[src/rtl/mem_req_arbiter_pkg.sv]
// Shared types and constants for the memory request arbiter.
// Build option: ARB_RR_EN selects round-robin refill arbitration (see top).
package mem_req_arbiter_pkg;

  localparam int DEF_LINE_W = 256;
  localparam int DEF_ADDR_W = 32;

  // Burst beat size used for all line transfers (4-byte beats).
  localparam logic [1:0] LINE_SIZE = 2'd2;

  typedef enum logic [2:0] {
    ARB_IDLE,
    ARB_DC_WB,
    ARB_DC_UW,
    ARB_DC_UR,
    ARB_DC_RD,
    ARB_IC_RD
  } arb_state_t;

  // Bit positions in the request / mask vectors.
  localparam int M_IC  = 0;
  localparam int M_DCR = 1;
  localparam int M_DCW = 2;
  localparam int M_UR  = 3;
  localparam int M_UW  = 4;

  // Number of byte-offset bits inside one cache line.
  function automatic int off_bits(input int line_w);
    return $clog2(line_w / 8);
  endfunction

endpackage

[src/rtl/mem_req_arbiter_if.sv]
// Cache/bridge signal bundle for the memory request arbiter.
// slave = arbiter side, master = caches + bridge side.
interface mem_req_arbiter_if
  import mem_req_arbiter_pkg::*;
#(
  parameter int LINE_W = DEF_LINE_W,
  parameter int ADDR_W = DEF_ADDR_W
);
  logic              ic_rreq_i;
  logic [ADDR_W-1:0] ic_addr_i;
  logic              ic_rend_o;
  logic [LINE_W-1:0] ic_line_o;

  logic              dc_ca_rreq_i;
  logic              dc_ca_wreq_i;
  logic              dc_uc_rreq_i;
  logic              dc_uc_wreq_i;
  logic [ADDR_W-1:0] dc_addr_i;
  logic [3:0]        dc_wen_i;
  logic [31:0]       dc_wdata_i;
  logic [1:0]        dc_size_i;
  logic [LINE_W-1:0] dc_line_i;
  logic              dc_rend_o;
  logic              dc_wend_o;
  logic [LINE_W-1:0] dc_line_o;

  logic              br_rreq_o;
  logic              br_rline_o;
  logic [ADDR_W-1:0] br_raddr_o;
  logic [1:0]        br_rsize_o;
  logic              br_rend_i;
  logic [LINE_W-1:0] br_rdata_i;
  logic              br_wreq_o;
  logic              br_wline_o;
  logic [ADDR_W-1:0] br_waddr_o;
  logic [LINE_W-1:0] br_wdata_o;
  logic [3:0]        br_wstrb_o;
  logic [1:0]        br_wsize_o;
  logic              br_wend_i;

  modport slave (
    input  ic_rreq_i, ic_addr_i,
    output ic_rend_o, ic_line_o,
    input  dc_ca_rreq_i, dc_ca_wreq_i, dc_uc_rreq_i, dc_uc_wreq_i,
    input  dc_addr_i, dc_wen_i, dc_wdata_i, dc_size_i, dc_line_i,
    output dc_rend_o, dc_wend_o, dc_line_o,
    output br_rreq_o, br_rline_o, br_raddr_o, br_rsize_o,
    input  br_rend_i, br_rdata_i,
    output br_wreq_o, br_wline_o, br_waddr_o, br_wdata_o, br_wstrb_o, br_wsize_o,
    input  br_wend_i
  );

  modport master (
    output ic_rreq_i, ic_addr_i,
    input  ic_rend_o, ic_line_o,
    output dc_ca_rreq_i, dc_ca_wreq_i, dc_uc_rreq_i, dc_uc_wreq_i,
    output dc_addr_i, dc_wen_i, dc_wdata_i, dc_size_i, dc_line_i,
    input  dc_rend_o, dc_wend_o, dc_line_o,
    input  br_rreq_o, br_rline_o, br_raddr_o, br_rsize_o,
    output br_rend_i, br_rdata_i,
    input  br_wreq_o, br_wline_o, br_waddr_o, br_wdata_o, br_wstrb_o, br_wsize_o,
    output br_wend_i
  );

endinterface

[src/rtl/mem_req_arbiter_rr.sv]
// mem_arb_rr: 2-way round-robin picker. Slot 0 = icache, slot 1 = dcache.
// The pointer favours slot 0 out of reset and moves to the other slot
// after every advance.
module mem_arb_rr (
  input  logic       clk,
  input  logic       rst,
  input  logic [1:0] i_req,
  input  logic       i_advance,
  output logic [1:0] o_gnt
);
  logic r_ptr;  // 0: slot 0 wins a tie, 1: slot 1 wins a tie

  // Grant: single requester wins outright, ties go to the pointer.
  always_comb begin
    o_gnt = i_req;
    if (i_req == 2'b11) o_gnt = r_ptr ? 2'b10 : 2'b01;
  end

  // Pointer: after a grant, favour the slot that was not served.
  always_ff @(posedge clk) begin
    if (rst)            r_ptr <= 1'b0;
    else if (i_advance) r_ptr <= o_gnt[0];
  end
endmodule

[src/rtl/mem_req_arbiter.sv]
// mem_req_arbiter: serialises icache refills and dcache traffic onto one
// bridge port, one transaction outstanding at a time.
// Build option: define ARB_RR_EN for round-robin dcache/icache refill
// arbitration; otherwise dcache refills have fixed priority over icache.
module mem_req_arbiter
  import mem_req_arbiter_pkg::*;
#(
  parameter int LINE_W = DEF_LINE_W,
  parameter int ADDR_W = DEF_ADDR_W
) (
  input logic             clk,
  input logic             rst,
  mem_req_arbiter_if.slave bus
);
  localparam int OFF_W = off_bits(LINE_W);

  arb_state_t r_state, w_nxt;
  logic [4:0] r_mask, w_req, w_own;
  logic [1:0] w_rf_req, w_rf_gnt;
  logic       w_grant, w_end, w_rf_adv;

  logic              r_rreq, r_rline, r_wreq, r_wline;
  logic [ADDR_W-1:0] r_raddr, r_waddr;
  logic [1:0]        r_rsize, r_wsize;
  logic [LINE_W-1:0] r_wdata;
  logic [3:0]        r_wstrb;

  // A requester just served is ignored for one cycle while it drops its line.
  assign w_req = {bus.dc_uc_wreq_i, bus.dc_uc_rreq_i, bus.dc_ca_wreq_i,
                  bus.dc_ca_rreq_i, bus.ic_rreq_i} & ~r_mask;
  assign w_rf_req = {w_req[M_DCR], w_req[M_IC]};

`ifdef ARB_RR_EN
  mem_arb_rr u_rr (
    .clk      (clk),
    .rst      (rst),
    .i_req    (w_rf_req),
    .i_advance(w_rf_adv),
    .o_gnt    (w_rf_gnt)
  );
`else
  assign w_rf_gnt = w_rf_req[1] ? 2'b10 : {1'b0, w_rf_req[0]};
`endif

  // Next state: fixed priority grant from IDLE, completion on matching end.
  always_comb begin
    w_nxt = r_state;
    w_end = 1'b0;
    unique case (r_state)
      ARB_IDLE: begin
        if      (w_req[M_DCW]) w_nxt = ARB_DC_WB;
        else if (w_req[M_UW])  w_nxt = ARB_DC_UW;
        else if (w_req[M_UR])  w_nxt = ARB_DC_UR;
        else if (w_rf_gnt[1])  w_nxt = ARB_DC_RD;
        else if (w_rf_gnt[0])  w_nxt = ARB_IC_RD;
      end
      ARB_DC_WB, ARB_DC_UW: if (bus.br_wend_i) begin
        w_nxt = ARB_IDLE;
        w_end = 1'b1;
      end
      ARB_DC_UR, ARB_DC_RD, ARB_IC_RD: if (bus.br_rend_i) begin
        w_nxt = ARB_IDLE;
        w_end = 1'b1;
      end
      default: w_nxt = ARB_IDLE;
    endcase
  end

  assign w_grant  = (r_state == ARB_IDLE) && (w_nxt != ARB_IDLE);
  assign w_rf_adv = w_grant && ((w_nxt == ARB_DC_RD) || (w_nxt == ARB_IC_RD));

  // Owner of the current transaction, used to mask it after completion.
  always_comb begin
    w_own = '0;
    case (r_state)
      ARB_IC_RD: w_own[M_IC]  = 1'b1;
      ARB_DC_RD: w_own[M_DCR] = 1'b1;
      ARB_DC_WB: w_own[M_DCW] = 1'b1;
      ARB_DC_UR: w_own[M_UR]  = 1'b1;
      ARB_DC_UW: w_own[M_UW]  = 1'b1;
      default:   w_own = '0;
    endcase
  end

  // State register.
  always_ff @(posedge clk) begin
    if (rst) r_state <= ARB_IDLE;
    else     r_state <= w_nxt;
  end

  // One-cycle mask of the requester that just completed.
  always_ff @(posedge clk) begin
    if (rst || !w_end) r_mask <= '0;
    else               r_mask <= w_own;
  end

  // Bridge command registers: loaded at grant, held until the end pulse.
  always_ff @(posedge clk) begin
    if (rst || w_end) begin
      r_rreq <= 1'b0; r_rline <= 1'b0; r_raddr <= '0; r_rsize <= '0;
      r_wreq <= 1'b0; r_wline <= 1'b0; r_waddr <= '0; r_wsize <= '0;
      r_wdata <= '0;  r_wstrb <= '0;
    end else if (w_grant) begin
      case (w_nxt)
        ARB_DC_WB: begin
          r_wreq  <= 1'b1; r_wline <= 1'b1; r_wsize <= LINE_SIZE;
          r_waddr <= {bus.dc_addr_i[ADDR_W-1:OFF_W], {OFF_W{1'b0}}};
          r_wdata <= bus.dc_line_i; r_wstrb <= 4'hF;
        end
        ARB_DC_UW: begin
          r_wreq  <= 1'b1; r_wline <= 1'b0; r_wsize <= bus.dc_size_i;
          r_waddr <= bus.dc_addr_i;
          r_wdata <= {{(LINE_W-32){1'b0}}, bus.dc_wdata_i};
          r_wstrb <= bus.dc_wen_i;
        end
        ARB_DC_UR: begin
          r_rreq  <= 1'b1; r_rline <= 1'b0; r_rsize <= bus.dc_size_i;
          r_raddr <= bus.dc_addr_i;
        end
        ARB_DC_RD: begin
          r_rreq  <= 1'b1; r_rline <= 1'b1; r_rsize <= LINE_SIZE;
          r_raddr <= {bus.dc_addr_i[ADDR_W-1:OFF_W], {OFF_W{1'b0}}};
        end
        ARB_IC_RD: begin
          r_rreq  <= 1'b1; r_rline <= 1'b1; r_rsize <= LINE_SIZE;
          r_raddr <= {bus.ic_addr_i[ADDR_W-1:OFF_W], {OFF_W{1'b0}}};
        end
        default: ;
      endcase
    end
  end

  assign bus.br_rreq_o  = r_rreq;
  assign bus.br_rline_o = r_rline;
  assign bus.br_raddr_o = r_raddr;
  assign bus.br_rsize_o = r_rsize;
  assign bus.br_wreq_o  = r_wreq;
  assign bus.br_wline_o = r_wline;
  assign bus.br_waddr_o = r_waddr;
  assign bus.br_wdata_o = r_wdata;
  assign bus.br_wstrb_o = r_wstrb;
  assign bus.br_wsize_o = r_wsize;

  // End pulses are forwarded combinationally; suppressed in the reset cycle.
  assign bus.ic_rend_o = !rst && w_end && (r_state == ARB_IC_RD);
  assign bus.dc_rend_o = !rst && w_end && ((r_state == ARB_DC_RD) || (r_state == ARB_DC_UR));
  assign bus.dc_wend_o = !rst && w_end && ((r_state == ARB_DC_WB) || (r_state == ARB_DC_UW));
  assign bus.ic_line_o = bus.ic_rend_o ? bus.br_rdata_i : '0;
  assign bus.dc_line_o = !bus.dc_rend_o ? '0 :
                         (r_state == ARB_DC_UR) ? {{(LINE_W-32){1'b0}}, bus.br_rdata_i[31:0]} :
                         bus.br_rdata_i;

endmodule

[src/flat_wrapper.sv]
// flat-port wrapper written by rule: the top's interface ports become plain ports
module mem_req_arbiter_flat import mem_req_arbiter_pkg::*;
#(
  parameter int LINE_W = DEF_LINE_W,
  parameter int ADDR_W = DEF_ADDR_W
)
  (clk, rst, bus_ic_rreq_i, bus_ic_addr_i, bus_ic_rend_o, bus_ic_line_o, bus_dc_ca_rreq_i, bus_dc_ca_wreq_i, bus_dc_uc_rreq_i, bus_dc_uc_wreq_i, bus_dc_addr_i, bus_dc_wen_i, bus_dc_wdata_i, bus_dc_size_i, bus_dc_line_i, bus_dc_rend_o, bus_dc_wend_o, bus_dc_line_o, bus_br_rreq_o, bus_br_rline_o, bus_br_raddr_o, bus_br_rsize_o, bus_br_rend_i, bus_br_rdata_i, bus_br_wreq_o, bus_br_wline_o, bus_br_waddr_o, bus_br_wdata_o, bus_br_wstrb_o, bus_br_wsize_o, bus_br_wend_i);
  mem_req_arbiter_if #(.LINE_W(LINE_W), .ADDR_W(ADDR_W)) bus_i ();
  input logic clk;
  input logic rst;
  input wire logic [$bits(bus_i.ic_rreq_i)-1:0] bus_ic_rreq_i;
  input wire logic [$bits(bus_i.ic_addr_i)-1:0] bus_ic_addr_i;
  output wire logic [$bits(bus_i.ic_rend_o)-1:0] bus_ic_rend_o;
  output wire logic [$bits(bus_i.ic_line_o)-1:0] bus_ic_line_o;
  input wire logic [$bits(bus_i.dc_ca_rreq_i)-1:0] bus_dc_ca_rreq_i;
  input wire logic [$bits(bus_i.dc_ca_wreq_i)-1:0] bus_dc_ca_wreq_i;
  input wire logic [$bits(bus_i.dc_uc_rreq_i)-1:0] bus_dc_uc_rreq_i;
  input wire logic [$bits(bus_i.dc_uc_wreq_i)-1:0] bus_dc_uc_wreq_i;
  input wire logic [$bits(bus_i.dc_addr_i)-1:0] bus_dc_addr_i;
  input wire logic [$bits(bus_i.dc_wen_i)-1:0] bus_dc_wen_i;
  input wire logic [$bits(bus_i.dc_wdata_i)-1:0] bus_dc_wdata_i;
  input wire logic [$bits(bus_i.dc_size_i)-1:0] bus_dc_size_i;
  input wire logic [$bits(bus_i.dc_line_i)-1:0] bus_dc_line_i;
  output wire logic [$bits(bus_i.dc_rend_o)-1:0] bus_dc_rend_o;
  output wire logic [$bits(bus_i.dc_wend_o)-1:0] bus_dc_wend_o;
  output wire logic [$bits(bus_i.dc_line_o)-1:0] bus_dc_line_o;
  output wire logic [$bits(bus_i.br_rreq_o)-1:0] bus_br_rreq_o;
  output wire logic [$bits(bus_i.br_rline_o)-1:0] bus_br_rline_o;
  output wire logic [$bits(bus_i.br_raddr_o)-1:0] bus_br_raddr_o;
  output wire logic [$bits(bus_i.br_rsize_o)-1:0] bus_br_rsize_o;
  input wire logic [$bits(bus_i.br_rend_i)-1:0] bus_br_rend_i;
  input wire logic [$bits(bus_i.br_rdata_i)-1:0] bus_br_rdata_i;
  output wire logic [$bits(bus_i.br_wreq_o)-1:0] bus_br_wreq_o;
  output wire logic [$bits(bus_i.br_wline_o)-1:0] bus_br_wline_o;
  output wire logic [$bits(bus_i.br_waddr_o)-1:0] bus_br_waddr_o;
  output wire logic [$bits(bus_i.br_wdata_o)-1:0] bus_br_wdata_o;
  output wire logic [$bits(bus_i.br_wstrb_o)-1:0] bus_br_wstrb_o;
  output wire logic [$bits(bus_i.br_wsize_o)-1:0] bus_br_wsize_o;
  input wire logic [$bits(bus_i.br_wend_i)-1:0] bus_br_wend_i;
  assign bus_i.ic_rreq_i = bus_ic_rreq_i;
  assign bus_i.ic_addr_i = bus_ic_addr_i;
  assign bus_ic_rend_o = bus_i.ic_rend_o;
  assign bus_ic_line_o = bus_i.ic_line_o;
  assign bus_i.dc_ca_rreq_i = bus_dc_ca_rreq_i;
  assign bus_i.dc_ca_wreq_i = bus_dc_ca_wreq_i;
  assign bus_i.dc_uc_rreq_i = bus_dc_uc_rreq_i;
  assign bus_i.dc_uc_wreq_i = bus_dc_uc_wreq_i;
  assign bus_i.dc_addr_i = bus_dc_addr_i;
  assign bus_i.dc_wen_i = bus_dc_wen_i;
  assign bus_i.dc_wdata_i = bus_dc_wdata_i;
  assign bus_i.dc_size_i = bus_dc_size_i;
  assign bus_i.dc_line_i = bus_dc_line_i;
  assign bus_dc_rend_o = bus_i.dc_rend_o;
  assign bus_dc_wend_o = bus_i.dc_wend_o;
  assign bus_dc_line_o = bus_i.dc_line_o;
  assign bus_br_rreq_o = bus_i.br_rreq_o;
  assign bus_br_rline_o = bus_i.br_rline_o;
  assign bus_br_raddr_o = bus_i.br_raddr_o;
  assign bus_br_rsize_o = bus_i.br_rsize_o;
  assign bus_i.br_rend_i = bus_br_rend_i;
  assign bus_i.br_rdata_i = bus_br_rdata_i;
  assign bus_br_wreq_o = bus_i.br_wreq_o;
  assign bus_br_wline_o = bus_i.br_wline_o;
  assign bus_br_waddr_o = bus_i.br_waddr_o;
  assign bus_br_wdata_o = bus_i.br_wdata_o;
  assign bus_br_wstrb_o = bus_i.br_wstrb_o;
  assign bus_br_wsize_o = bus_i.br_wsize_o;
  assign bus_i.br_wend_i = bus_br_wend_i;
  mem_req_arbiter #(.LINE_W(LINE_W), .ADDR_W(ADDR_W)) u_core (.clk(clk), .rst(rst), .bus(bus_i));
endmodule
[config.mk]
export PLATFORM = sky130hd
export DESIGN_NAME = mem_req_arbiter_flat
export DESIGN_NICKNAME = d
export VERILOG_FILES = /design/src/rtl/mem_req_arbiter_pkg.sv /design/src/rtl/mem_req_arbiter_if.sv /design/src/rtl/mem_req_arbiter_rr.sv /design/src/rtl/mem_req_arbiter.sv /design/src/flat_wrapper.sv
export SDC_FILE = /design/constraint.sdc
export NUM_CORES = 1
export LEC_CHECK = 0
export BUFFER_PORTS_ARGS = -buffer_cell sky130_fd_sc_hd__buf_4
export CORE_AREA = 2 2 566 568
export CTS_BUF_LIST = sky130_fd_sc_hd__clkbuf_8
export CTS_CLUSTER_SIZE = 24
export DETAILED_ROUTE_END_ITERATION = 10
export DIE_AREA = 0 0 568 570
export GPL_TIMING_DRIVEN = 0
export PLACE_DENSITY = 0.3
export SYNTH_ARGS = -nofsm -noshare
export SYNTH_HDL_FRONTEND = slang
export SYNTH_SLANG_ARGS = --single-unit
[constraint.sdc]
create_clock -name clk -period 3.65 [get_ports clk]
set_input_delay 0.73 -clock clk [delete_from_list [all_inputs] [get_ports clk]]
set_output_delay 0.73 -clock clk [all_outputs]
set_load 0.02 [all_outputs]
==> metrics.txt, run 1 <==
Net count, final 3,764; Max Cap Viol 0; Initial DRT Pass Iterations 5; fraction of registers with async set/reset 0%; Clock transition at path regs approximately 60 ps; Worst Path Buf+Inv 6; Post-Syn Nets ~2,200; Hold Path Class primary input to flip-flop; Synth top area share a little under half; highest fanout seen on the critical path 10; Final ANT Viol Nets 0; Worst-Margin Slew 1220 ps; max-slew violations 0; sequential fraction of the synthesis area a little under half; synth top area cells dfxtp_1 46%, and2_1 22%, a22o_1 15%; Yosys cell types 39; RSZ-0062 raised after global routing no; core area approximately 320,000 sq um; Post-Route WL around 210,000 um; Syn Std Cell Area approximately 15,000 sq um; WL/cell between 20 and 30 um; top cells by count, synth 512 x and2_1, 340 x dfxtp_1, 257 x a22o_1, 115 x clkbuf_1, 90 x nand2_1; grt ovf 0; CP Cell Sequence buf_6 > buf_4 > nor4_4 > buf_4 > buf_4 > clkbuf_2 > and2_1 > buf_4; Final period util between 90% and 100%; post-route design area 33,300 sq um; global-route wire length before repair ~250,000 um; final hold vios 0; Final Setup Violations 0; CTS H-Tree Depth 3; final setup TNS 0 ps; P_leak approximately 0.015 uW; Remaining DRCs 0; Area Overhead vs Synth 125%; Power Total 13,500 uW; Starting Density under 10%; Cell Area, Placed between 30,000 and 40,000 sq um; width of the die between 500 and 600 um; TritonCTS Sinks 340; CP Class flip-flop to output port; Clock Latency Late Sink just over 700 ps; Tmin final ~3500 ps; critical path required time just under 3000 ps; Post-synth EDFFs 0; Buffers on Ports between 1,000 and 1,500; Data arrival, critical path around 2700 ps; vias in the first global route 19,900; area leader, netlist dfxtp_1; Post-Syn Instances 1,589; routed vias around 20,000; row cnt 207; crit path launch type flip-flop; YS warnings 0; all-layer global routing usage 12.1%; Die ar. ~320,000 sq um; Root Buffer clkbuf_8; main flop type after synthesis dfxtp_1; Mean Syn Cell Area a little over 9 sq um; normalized max-slew margin a little under a fifth; final cell count without fillers around 7,400; CP most frequent cell buf_4; outcome complete, no violations; initial antenna violation count 134; CTS tree yes; clock buffer depth 3; CTS Buf Count 70; fmax between 0.2 and 0.3 GHz; die height 570 um; top-count cell post-synth and2_1; largest net degree at the start of global routing 16; crit-path max cell delay between 300 and 400 ps; 1st-iter DRT viols around 1,000; RD Place Congestion just under 0.9; placed insts around 7,200; FF-to-FF setup slack around 370 ps; io pins 1,470; DP HPWL 187,000 um; Min Hold Slack between 200 and 250 ps; Power Dens Cells between 400 and 500 nW/um^2; share of layout cells above drive strength 1 between 50% and 60%; Crit-path slowest cell and2_1; largest vdd supply drop ~190 uV; vias per cell 2.64; post-synthesis register bit count 340; family with the most delay on the worst path buffers and inverters; setup skew after layout between 50 and 60 ps; Critical Path Sink Type output port; post-cts hold buffer count 0
[sequential cells by signal, indices dropped and copies added, names as in the netlist]
signal	cells
u_core.bus.br_wdata_o	256
u_core.bus.br_wstrb_o	4
u_core.bus.br_wline_o	1
u_core.bus.br_rsize_o	2
u_core.bus.br_rline_o	1
u_core.bus.br_waddr_o	32
u_core.bus.br_wreq_o	1
u_core.bus.br_rreq_o	1
u_core.r_state	3
u_core.r_mask	5
u_core.bus.br_wsize_o	2
u_core.bus.br_raddr_o	32
[cell type report]
class | count | area [sq um]
antenna | 34 | 85.1
buffer | 144 | 977
clock buffer | 91 | 1250
clock inverter | 35 | 229
fill | 36900 | 284000
inverter | 3 | 13.8
multi-input combinational | 1097 | 7380
sequential | 340 | 6810
tap | 4180 | 5230
timing repair buffer | 1485 | 11300
[metal layers]
layer	share of wire, %	track usage [%]
met2	57	24.7
met5	0.35	0
met1	28	9.48
met4	4.6	4.96
met3	11	5.74
[kinds of logic after synthesis]
family / Yosys count / share of synthesized area [%]
AOI/OAI and AO/OA: 440 / 22.8
DFF: 340 / 46.1
buffers and inverters: 152 / 4.79
muxes: 3 / 0.203
and+or+nand+nor: 654 / 26.1
[cells in the final DEF, fill, tap and decap left out, drive strengths merged, types with 2 or more instances in the layout]
cell type,n
and3,3
o21a,2
a22oi,38
a21o,2
nand2b,8
a22o,257
inv,26
nor3,4
o221a,5
or2,4
clkinv,6
or3,2
bufinv,2
clkinvlp,4
diode,34
nor2b,6
nand2,90
nor2,18
o21ai,65
a21oi,37
a31oi,27
buf,1519
dfxtp,340
nor4,4
clkbuf,201
mux2i,3
and2,512
[worst paths after layout]
| check | cells past startpoint | from | to |
|---|---|---|---|
| setup / recovery | 8 | u_core.r_state[0] | bus_dc_line_o[61] |
| hold / removal | 2 | bus_dc_line_i[222] | u_core.bus.br_wdata_o[222] |
| setup reg to reg | 9 | u_core.r_state[1] | u_core.bus.br_raddr_o[27] |
| hold reg to reg | 2 | u_core.bus.br_wdata_o[5] | u_core.bus.br_wdata_o[5] |
[report_power, final]
part	switching, uW	leakage (uW)	internal, uW
logic	2760	0.0114	1750
clock network	1980	0.000831	2390
registers	325	0.00277	4270
total	5060	0.0150	8410
[stage by stage]
stage          util [%]  worst slack (ps)
6_report           10.5               184
5_1_grt            10.5              3.32
4_1_cts            10.5             -10.7
3_5_place_dp       9.82             -1560
3_3_place_gp       9.77             -4420
2_1_floorplan         -               586
[repair_timing]
item | CTS | global route
setup endpoints to repair | 788 | 21
resized for setup | 164 | 12
cloned | 2 | 0
pin swaps | 4 | 0
buffers inserted | 9 | 0
Note: power is estimated with default switching activity, not from simulation.
==> inputs of run 2 (changes only) <==
Clock period 3.65 ns to 3.7 ns, I/O delays scaled along.
==> run 2 against run 1 <==
Against the previous run: cell area down 0.30%; register-to-register slack better by 80 ps; combinational power down 2%; hold slack better by 13 ps; via count up 0.14%; sequential share of layout area up 0.059 points; utilization about the same; final cell count about the same; non-clock buffer count down 2; global-route usage about the same; setup slack better by 9.5 ps; wire length about the same; largest cell class unchanged; highest routed layer unchanged.
==> metrics.txt, run 2 (same netlist as run 1, synthesis figures left out) <==
outcome complete, no violations; global-route wire length before repair 247,000 um (about the same); Final ANT Viol Nets 0 (unchanged); initial antenna violation count 133 (-0.75%); highest fanout seen on the critical path 10 (unchanged); r2r worst-path depth 11 (+2); R2R Path Start u_core.r_state[1]; Net count, final 3,762 (-0.053%); Initial DRT Pass Iterations 5 (unchanged); Power Dens Cells 400 nW/um^2 (-1.1%); CTS tree yes; Die ar. 324,000 sq um (unchanged); Area Overhead vs Synth 125%; largest vdd supply drop 192 uV (-1.3%); hold endpoint u_core.bus.br_waddr_o[7]; Max Cap Viol 0 (unchanged); share of layout cells above drive strength 1 54.5% (-0.091 points); setup skew after layout 52.9 ps (+2.82 ps); CTS H-Tree Depth 3 (unchanged); clock buffer depth 3 (unchanged); Final period util between 90% and 100%; final hold vios 0 (unchanged); Storage cell area 6810 sq um (about the same); area of the multi-input gates 7370 sq um (-0.10%); P_leak 0.0150 uW (-0.30%); FF-to-FF End u_core.bus.br_wdata_o[200]; Power Total 13,300 uW (-1.4%); Data arrival, critical path 2770 ps (+30 ps); TritonCTS Sinks 340 (unchanged); routed vias 19,600 (+0.14%); Final Setup Violations 0 (unchanged); Clock Latency Late Sink 710 ps (about the same); Clock transition at path regs 60 ps (about the same); Worst-Margin Slew 1200 ps (-23.2 ps); DP HPWL 187,000 um (unchanged); width of the die 568 um (unchanged); largest net degree at the start of global routing 16 (unchanged); Hold Path Class primary input to flip-flop; grt ovf 0 (unchanged); final setup margin 194 ps (+9.49 ps); GR Util met3 5.68% (-0.051 points); most common cell after layout, fill and taps aside buf_4; 1st-iter DRT viols 953 (-5.1%); Root Buffer clkbuf_8; met2 usage 24.7% (+0.053 points); WHS Path Cells 2 (unchanged); GRT busiest layer met2; core area 317,000 sq um (unchanged); Worst Min Path Start bus_dc_addr_i[7]; most frequent cells in the layout 1,472 x buf_4, 462 x and2_1, 339 x dfxtp_1, 257 x a22o_1, 101 x clkbuf_8; CTS Buf Count 70 (unchanged); FF-to-FF setup slack 450 ps (+80 ps); io pins 1,470 (unchanged); Remaining DRCs 0 (unchanged); CP Class flip-flop to output port; max reg flops 256 (unchanged); crit path launch type flip-flop; vias per cell 2.64 (about the same); Min Hold Slack 246 ps (+12.6 ps); critical path required time 2960 ps (+40 ps); WL/cell 27.8 um (-0.15%); Util after Layout 10.5% (-0.032 points); all-layer global routing usage 12.1% (about the same); met1 GRT Util 9.50% (+0.019 points); Buffers on Ports 1,464 (unchanged); normalized max-slew margin 20.3% (+1.5 points); Fillers 37,000 (+0.030%); pre-CTS setup slack -1530 ps (+30.0 ps); Tmin final between 3000 and 4000 ps; die height 570 um (unchanged); final setup TNS 0 ps (unchanged); max-slew violations 0 (unchanged); Starting Density 4.65% (unchanged); vias in the first global route 19,900 (-0.020%); row cnt 207 (unchanged); Critical Path Sink Type output port; RD Place Congestion 0.875 (unchanged); Post-Route WL 206,000 um (about the same); fmax 0.285 GHz
[run 2: cell count changes in the layout (fill, tap and decap cells not counted), sizes merged]
| cell | previous run | this run |
|---|---|---|
| clkbuf | 201 | 200 |
| buf | 1519 | 1518 |
| diode | 34 | 40 |
[run 2: worst max path at each step]
| stage | startpoint | to | slack [ps] | cells past startpoint |
|---|---|---|---|---|
| final | u_core.r_state[0] | bus_dc_line_o[192] | 190 | 8 |
| after global routing | u_core.r_state[0] | bus_ic_line_o[237] | -3 | 9 |
| after CTS | u_core.r_state[1] | bus_dc_line_o[19] | 0.6 | 8 |
| after detailed placement | rst | bus_dc_line_o[149] | -1530 | 8 |
| after global placement | rst | bus_ic_line_o[152] | -4390 | 7 |
| after floorplan | rst | bus_dc_line_o[100] | 620 | 5 |
[run 2: per-layer routing]
metal | vias to the layer above | part of all wire [%]
met5 | - | 0.37
met4 | 116 | 4.2
met3 | 301 | 11
met2 | 1175 | 57
met1 | 9285 | 28
li1 | 8695 | -
[run 2: report_power, final]
part | switching [uW] | total, uW | internal, uW
registers | 322 | 4530 | 4210
logic | 2710 | 4440 | 1730
clock network | 1950 | 4300 | 2350
[run 2: per-stage QoR]
step / std cells / area [sq um]
floorplan: 1589 / 14800
global placement: 7233 / 31000
detailed placement: 7243 / 31100
CTS: 7374 / 33100
global route: 7385 / 33100
finish: 7413 / 33200
[run 2: what timing repair did]
action                     4_1_cts  5_1_grt
gates cloned                     1        0
pin swaps                        3        0
hold buffers                     0        0
setup endpoints to repair      787       47
hold endpoints to repair         0        0
buffers inserted                 7        0
resized for setup              146       22
[run 2: final cells by class]
type | instances | area share, %
diodes | 40 | 0.302
repair buffers | 1482 | 33.9
clock buffers | 91 | 3.78
clock inverters | 35 | 0.690
inverters | 3 | 0.0339
multi-input cells | 1097 | 22.2
plain buffers | 145 | 2.83
well taps | 4180 | 15.8
flip-flops and latches | 340 | 20.5
[run 2: critical path: stages (launching register included)]
cell      delay [ps]
dfxtp_1          320
buf_6            130
buf_4            150
nor4_4           260
buf_6            190
clkbuf_8         220
clkbuf_1         400
and2_1           210
buf_4            140
==> inputs of run 3 (changes only) <==
Settings changed: CORE_AREA 2 2 566 568 to 2 2 573 575, CTS_BUF_LIST sky130_fd_sc_hd__clkbuf_8 to unset, DIE_AREA 0 0 568 570 to 0 0 575 577, REMOVE_ABC_BUFFERS set to 1.
==> run 3 against run 2 <==
Against the previous run: combinational power down 4%; die area up 2.5%; sequential power about the same; register-to-register slack worse by 310 ps; critical endpoint is now bus_ic_line_o[206]; non-clock buffer count down 73; wire length down 5.4%; count of clock-buffer cells in the layout down 23; total power down 0.56%.
==> metrics.txt, run 3 (same netlist as run 1, synthesis figures left out) <==
grt ovf 0 (unchanged); Final ANT Viol Nets 0 (unchanged); Max Cap Viol 0 (unchanged); die height 577 um (+1.2%); Final period util 96.3% (+1.5 points); Min Hold Slack 332 ps (+86.8 ps); all-layer global routing usage 11.1% (-0.97 points); setup skew after layout 19.9 ps (-33.0 ps); TritonCTS Sinks 340 (unchanged); Data arrival, critical path 2820 ps (+50 ps); largest vdd supply drop 252 uV (+32%); io pins 1,470 (unchanged); Clock transition at path regs 80 ps (+20 ps); fmax 0.281 GHz (-1.6%); CP most frequent cell buf_4; row cnt 210 (+1.4%); largest net degree at the start of global routing 75 (+59); Crit-path slowest cell dfxtp_4; max reg flops 256 (unchanged); Starting Density 4.53% (-0.12 points); Clock Latency Late Sink 620 ps (-90 ps); FF-to-FF setup slack 140 ps (-310 ps); vias in the first global route 19,100 (-4.4%); Area Overhead vs Synth 128%; CTS Buf Count 43 (-39%); most frequent cells in the layout 1,496 x buf_4, 503 x and2_1, 337 x dfxtp_1, 257 x a22o_1, 88 x nand2_1; Fillers 37,900 (+2.7%); width of the die 575 um (+1.2%); CTS H-Tree Depth 2 (-1); WL/cell 26.0 um (-6.3%); Root Buffer clkbuf_16; CTS tree yes; Buffers on Ports 1,464 (unchanged); final setup TNS 0 ps (unchanged); vias per cell 2.58 (-2.3%); crit path launch type flip-flop; CP Cell Sequence clkinvlp_4 > nor4_4 > buf_6 > buf_4 > buf_4 > buf_4 > buf_4 > and2_1 > buf_4; highest fanout seen on the critical path 15 (+5); Initial DRT Pass Iterations 5 (unchanged); DP HPWL 173,000 um (-7.4%); clock buffer depth 3 (unchanged); Final Setup Violations 0 (unchanged); global-route wire length before repair 233,000 um (-5.3%); outcome complete, no violations; initial antenna violation count 160 (+20%); critical path required time 2960 ps (about the same); crit-path max cell delay 390 ps (about the same); Power Dens Cells 393 nW/um^2 (-1.8%); most common cell after layout, fill and taps aside buf_4; P_leak 0.0148 uW (-0.72%); Net count, final 3,663 (-2.6%); Worst-Margin Slew 1250 ps (+51.3 ps); normalized max-slew margin 16.8% (-3.4 points); RD Place Congestion 0.913 (+4.3%); final hold vios 0 (unchanged); Hold Path Class primary input to flip-flop; final cell count without fillers 7,480 (+0.90%); Worst Path Buf+Inv 7 (+1); CP Class flip-flop to output port; Die ar. 332,000 sq um (+2.5%); Critical Path Sink Type output port; Post-Route WL 195,000 um (-5.4%); Remaining DRCs 0 (unchanged); 1st-iter DRT viols 1,113 (+17%); Tmin final 3560 ps (+57.0 ps); post-cts hold buffer count 0 (unchanged); core area 326,000 sq um (+2.7%); max-slew violations 0 (unchanged); share of layout cells above drive strength 1 54.2% (-0.29 points); routed vias 19,300 (-1.4%); placed insts 7,330 (+1.2%); family with the most delay on the worst path buffers and inverters
run 3: cell count changes in the layout (fill, tap and decap cells not counted), sizes merged, moves of 2 or more:
cell | before | now
clkbuf | 200 | 68
buf | 1518 | 1548
diode | 40 | 62
inv | 26 | 4
bufbuf | 0 | 6
clkinvlp | 4 | 2
run 3: routing by layer:
metal / track usage, % / part of all wire (%)
met1: 9.11 / 28
met5: 0 / 0.30
met4: 5.75 / 5.6
met3: 4.57 / 9.9
met2: 22.2 / 56
run 3: cell type report:
cell class	instances	area, sq um	share of cell area [%]
timing repair buffer	1554	12300	36.7
clock inverter	9	123	0.365
inverter	3	18.8	0.0559
clock buffer	68	1330	3.96
antenna	62	155	0.462
tap	4346	5440	16.2
sequential	340	6820	20.3
multi-input combinational	1098	7390	22.0
run 3: repair_timing:
| item | 4_1_cts | 5_1_grt |
|---|---|---|
| buffers inserted | 17 | 6 |
| pin swaps | 4 | 4 |
| setup endpoints to repair | 605 | 157 |
| resized for setup | 50 | 27 |
| gates cloned | 6 | 1 |
run 3: worst paths after layout:
path	endpoint	cells after the start	startpoint
worst max-delay path	bus_ic_line_o[206]	9	u_core.r_state[0]
worst min-delay path	u_core.bus.br_wdata_o[149]	2	bus_dc_line_i[149]
worst max register to register	u_core.bus.br_wdata_o[204]	10	u_core.r_state[2]
worst min register to register	u_core.bus.br_wdata_o[28]	2	u_core.bus.br_wdata_o[28]
run 3: report_power, final:
group / switching (uW) / leakage, uW / internal, uW / total (uW)
combinational: 2500 / 0.0114 / 1760 / 4260
sequential: 328 / 0.00278 / 4210 / 4540
clock: 1850 / 0.000715 / 2550 / 4400
total: 4680 / 0.0148 / 8520 / 13200
run 3: stage by stage:
| step | worst slack (ps) | power [uW] | area, sq um | utilization (%) |
|---|---|---|---|---|
| 2_1_floorplan | -10640 | 6270 | 14100 | - |
| 3_3_place_gp | -29120 | 8850 | 30500 | 9.36 |
| 3_5_place_dp | -1580 | 8910 | 31500 | 9.66 |
| 4_1_cts | 12.1 | 13500 | 33300 | 10.2 |
| 5_1_grt | -37.9 | 13900 | 33500 | 10.3 |
| 6_report | 137 | 13200 | 33600 | 10.3 |
